**src/rtl/uart_receiver.sv**
```systemverilog
// uart_receiver: 16x-oversampled 8N1 UART receive stage with valid/ack holding register.
// Ports:
//   clk, reset_n       system clock, asynchronous active-low reset
//   i_Rx_ClkTick       oversample square wave from the baud generator (rising edge = one sample enable)
//   i_Rx_Serial        asynchronous serial line, idle high
//   i_Rx_Ack           consumer acknowledge, honoured only while o_Rx_Valid is high
//   o_Rx_Data          last good received byte
//   o_Rx_Valid         holding register full, held until acknowledged
//   o_Frame_Err        one-cycle pulse when the stop bit samples low
//   o_Overrun          one-cycle pulse when a good byte replaces an unacknowledged one
//   o_Rx_Busy          receiver is inside a frame (any state but IDLE)
module uart_receiver #(
  parameter int DATA_BITS     = 8,
  parameter int RX_OVERSAMPLE = 16
) (
  input  logic                 clk,
  input  logic                 reset_n,
  input  logic                 i_Rx_ClkTick,
  input  logic                 i_Rx_Serial,
  input  logic                 i_Rx_Ack,
  output logic [DATA_BITS-1:0] o_Rx_Data,
  output logic                 o_Rx_Valid,
  output logic                 o_Frame_Err,
  output logic                 o_Overrun,
  output logic                 o_Rx_Busy
);
  localparam int CW = $clog2(RX_OVERSAMPLE);
  localparam int BW = $clog2(DATA_BITS + 1);
  localparam logic [CW-1:0] HALF = CW'(RX_OVERSAMPLE / 2 - 1);
  localparam logic [CW-1:0] LAST = CW'(RX_OVERSAMPLE - 1);
  localparam logic [BW-1:0] LAST_BIT = BW'(DATA_BITS - 1);
  typedef enum logic [2:0] {IDLE, START, DATA, STOP, BREAK} state_t;
  state_t               state_q, state_d;
  logic [1:0]           sync_q;
  logic                 tick_q;
  logic [CW-1:0]        cnt_q, cnt_d;
  logic [BW-1:0]        bit_q, bit_d;
  logic [DATA_BITS-1:0] sh_q, sh_d, data_q, data_d;
  logic                 valid_q, valid_d, ferr_q, ferr_d, ovr_q, ovr_d;
  logic                 rx_s, en, good;
  assign rx_s = sync_q[1];
  // one enable per rising edge of the oversample square wave
  assign en = i_Rx_ClkTick & ~tick_q;
  always_comb begin
    state_d = state_q;
    cnt_d   = cnt_q;
    bit_d   = bit_q;
    sh_d    = sh_q;
    good    = 1'b0;
    ferr_d  = 1'b0;
    if (en) begin
      case (state_q)
        IDLE: begin
          state_d = rx_s ? IDLE : START;
          cnt_d   = '0;
        end
        START: begin
          // mid-start-bit check rejects glitches shorter than half a bit
          cnt_d   = (cnt_q == HALF) ? '0 : cnt_q + 1'b1;
          bit_d   = '0;
          state_d = (cnt_q != HALF) ? START : rx_s ? IDLE : DATA;
        end
        DATA: begin
          cnt_d = (cnt_q == LAST) ? '0 : cnt_q + 1'b1;
          if (cnt_q == LAST) begin
            bit_d   = bit_q + 1'b1;
            sh_d    = {rx_s, sh_q[DATA_BITS-1:1]};
            state_d = (bit_q == LAST_BIT) ? STOP : DATA;
          end
        end
        STOP: begin
          cnt_d = (cnt_q == LAST) ? '0 : cnt_q + 1'b1;
          if (cnt_q == LAST) begin
            good    = rx_s;
            ferr_d  = ~rx_s;
            state_d = rx_s ? IDLE : BREAK;
          end
        end
        BREAK:   state_d = rx_s ? IDLE : BREAK;
        default: state_d = IDLE;
      endcase
    end
  end
  // a completing byte wins over a same-cycle ack; overrun only if nobody took the old byte
  assign data_d  = good ? sh_q : data_q;
  assign valid_d = good | (valid_q & ~i_Rx_Ack);
  assign ovr_d   = good & valid_q & ~i_Rx_Ack;
  always_ff @(posedge clk or negedge reset_n) begin
    if (!reset_n) begin
      sync_q  <= 2'b11;
      tick_q  <= 1'b0;
      state_q <= IDLE;
      cnt_q   <= '0;
      bit_q   <= '0;
      sh_q    <= '0;
      data_q  <= '0;
      valid_q <= 1'b0;
      ferr_q  <= 1'b0;
      ovr_q   <= 1'b0;
    end else begin
      sync_q  <= {sync_q[0], i_Rx_Serial};
      tick_q  <= i_Rx_ClkTick;
      state_q <= state_d;
      cnt_q   <= cnt_d;
      bit_q   <= bit_d;
      sh_q    <= sh_d;
      data_q  <= data_d;
      valid_q <= valid_d;
      ferr_q  <= ferr_d;
      ovr_q   <= ovr_d;
    end
  end
  assign o_Rx_Data   = data_q;
  assign o_Rx_Valid  = valid_q;
  assign o_Frame_Err = ferr_q;
  assign o_Overrun   = ovr_q;
  assign o_Rx_Busy   = (state_q != IDLE);
endmodule
```
**config.mk**
```make
export PLATFORM = sky130hd
export DESIGN_NAME = uart_receiver
export DESIGN_NICKNAME = d
export VERILOG_FILES = /design/src/rtl/uart_receiver.sv
export SDC_FILE = /design/constraint.sdc
export NUM_CORES = 1
export LEC_CHECK = 0
export CORE_MARGIN = 2
export CORE_UTILIZATION = 45
export DETAILED_ROUTE_END_ITERATION = 8
export MAX_ROUTING_LAYER = met4
export PLACE_DENSITY = 0.73
export SETUP_SLACK_MARGIN = 0.15
export SLEW_MARGIN = 20
export SYNTH_ARGS = -nofsm -noshare
export SYNTH_HDL_FRONTEND = slang
export SYNTH_SLANG_ARGS = --single-unit
```
**constraint.sdc**
```tcl
create_clock -name clk -period 4.6 [get_ports clk]
set_clock_uncertainty 0.2 [all_clocks]
set_input_delay 0.69 -clock clk [delete_from_list [all_inputs] [get_ports clk]]
set_output_delay 0.69 -clock clk [all_outputs]
set_load 0.02 [all_outputs]
```
==> flow_summary.toml <==
[clocking]
cts_setup_buffers = 0
clockBufferDepth = 2
htreeDepth = 2
insertion_delay_ps = 330
cts_buffers = 5
root_buffer = "clkbuf_4"
cts_resized = 0
clk_pin_slew_ps = 80
cts_hold_buf = 0
tritoncts = "yes"
cts_sinks = 33

[drt]
wl_um = 2620
drt-pass1-iter-count = 4
wl_per_cell_um = 13.7
drtIter0Drc = 20
vias = 1032
via_per_inst = 5.40
drcViolationCount = 0
ant_nets = 0

[power_and_ir_drop]
peakVddDrop_mv = 0.205
pwr-share-clk_pct = 31.2
p_comb_share_pct = 9.1
power.total_uw = 536
power-per-cell-area_nw_per_um2 = 310
p_switching_uw = 135
p_int_uw = 401
power_frac_seq_pct = 59.7
sw_frac_of_total_pct = 25.1
p_leak_nw = 0.769

[setup_path]
path_class = "reg -> out"
crit_path_end_kind = "primary output"
cp_data_arrival_time_ps = 1910
critical_path_required_ps = 3710
path_max_fanout = 19
crit_family = "flip-flops"
crit_path_top_delay_cell = "dfrtp_1"
cp_slowest_stage_delay_ps = 610
startpoint_type = "flop"
worstPathCellList = "or3_1, clkdlybuf4s50_1"
critPathBufInv = 1

[global_route]
antenna_found_initial = 0
grt_first_pass_wirelength_um = 4540
gr-total-overflow = 0
grt_pass1_vias = 1004
grt_max_degree = 34
grtUsageTotal_pct = 17.4

[floorplanning]
io_pins = 17
die-width_um = 61.3
rows = 20
start_util_pct = 48.0
core-area_um2 = 3080
die_area_um2 = 3760
dieHeight_um = 61.3

[yosys]
syn_area_um2 = 1480
yosys_warnings = 0
synth_top_area_cell = "dfrtp_1"
synth.ff_latch_count = 33
synth_edf_count = 0
yosysTopAreaCellShare_pct = 52.5
syn_nets = 136
synth.avg_cell_area_um2 = 11.5
yosysSeqAreaShare_pct = 56.1
synthesis.instances = 129
async_flop_share_pct = 100
synth_cell_type_count = 37
synthTopCellsByArea = "dfrtp_1, mux2_2, o21ai_0, dfstp_2, nand2_1"
synth_ff_type = "dfrtp_1"

[sta]
setup_violations = 0
tns_ps = 0
slew_headroom_pct = 59.6
slew_viol_final = 0
period_needed_ps = 2800
finalCritPeriodShare_pct = 61.0
fmax_ghz = 0.357
final-hold-violation-count = 0
worst_pin_slew_ps = 606
rsz0062_at_grt = "false"
fin_ws_ps = 1800

[final_layout]
instances_no_fill = 191
num_antenna_cells = 0
drive_above_1_share_pct = 18.4
syn_to_final_growth_pct = 17.0
layout_commonest_cell = "dfrtp_1"
fin_nets = 153
most-common-layout-cells = "dfrtp_1, clkdlybuf4s50_1, mux2_2, nand2_1, o21ai_0"
finalInstanceArea_um2 = 1730

[run]
cap_violations = 0

[placement]
post_dp_cell_area_um2 = 1670
dp.cells = 183
io_buffers = 16
place_hpwl_um = 1800
place_ws_ps = 1560
gp_congestion = 0.772

[outcome]
status = "finished, final reports clean"

[worst_hold_path]
hold_path.class = "reg -> reg"
[state kept, by name, indices dropped and copies added (netlist names)]
name,cells
o_Rx_Data,8
bit_q,4
o_Overrun,1
state_q,3
o_Rx_Valid,1
sync_q,2
cnt_q,4
tick_q,1
o_Frame_Err,1
sh_q,8
[per-layer routing]
| layer | global-route usage [%] | wire length (µm) |
|---|---|---|
| met5 | - | 0 |
| met1 | 22.1 | 1210 |
| met2 | 24.8 | 1260 |
| met4 | 10.2 | 57 |
| met3 | 5.04 | 96 |
[final timing paths]
| path | from | endpoint | slack (ps) | cells after the start |
|---|---|---|---|---|
| setup reg to reg | cnt_q[0]$_DFFE_PN0P_ | o_Rx_Data[7]$_DFFE_PN0P_ | 2260 | 5 |
| min in group asynchronous | reset_n | o_Rx_Data[5]$_DFFE_PN0P_ | 550 | 2 |
| hold / removal | sync_q[0]$_DFF_PN1_ | sync_q[1]$_DFF_PN1_ | 160 | 0 |
| hold reg to reg | sync_q[0]$_DFF_PN1_ | sync_q[1]$_DFF_PN1_ | 160 | 0 |
| setup / recovery | state_q[0]$_DFFE_PN0P_ | o_Rx_Busy | 1800 | 2 |
| max in group asynchronous | reset_n | sync_q[0]$_DFF_PN1_ | 3310 | 2 |
[cells in the mapped netlist (all sizes together) (3+ instances only)]
library cell,count
buf,4
nor2,9
clkbuf,3
nor3,5
nand2b,4
nand2,11
and3,3
mux2,16
nand3,5
o21ai,11
dfrtp,31
[cell type report]
cell class / instances / area [µm²]
well taps: 44 / 55.1
multi-input cells: 87 / 612
flip-flops and latches: 33 / 828
fillers: 261 / 1350
repair buffers: 17 / 168
inverters: 2 / 7.51
clock buffers: 8 / 58.8
[through the flow]
stage                     utilization, %  hold WS [ps]
after CTS                           56.2           166
final                               56.2           163
after global routing                56.2           169
after global placement              54.3           147
after detailed placement            54.3           153
after floorplan                        -           145
[power by group through the flow]
stage / registers (mW) / clock network [mW] / logic [mW]
2_1_floorplan: 0.318 / 0 / 0.0354
3_3_place_gp: 0.323 / 0 / 0.0452
3_5_place_dp: 0.325 / 0 / 0.0486
4_1_cts: 0.319 / 0.171 / 0.0489
5_1_grt: 0.322 / 0.190 / 0.0563
6_report: 0.320 / 0.167 / 0.0486
[kinds of logic after synthesis]
| group | after synthesis | synth area share [%] |
|---|---|---|
| fa+ha+maj | 2 | 1.69 |
| flops | 33 | 56.1 |
| compound gates | 22 | 9.57 |
| simple gates | 46 | 17.3 |
| buf+inv | 9 | 2.54 |
| mux | 17 | 12.9 |
(Power assumes the default switching activity.)
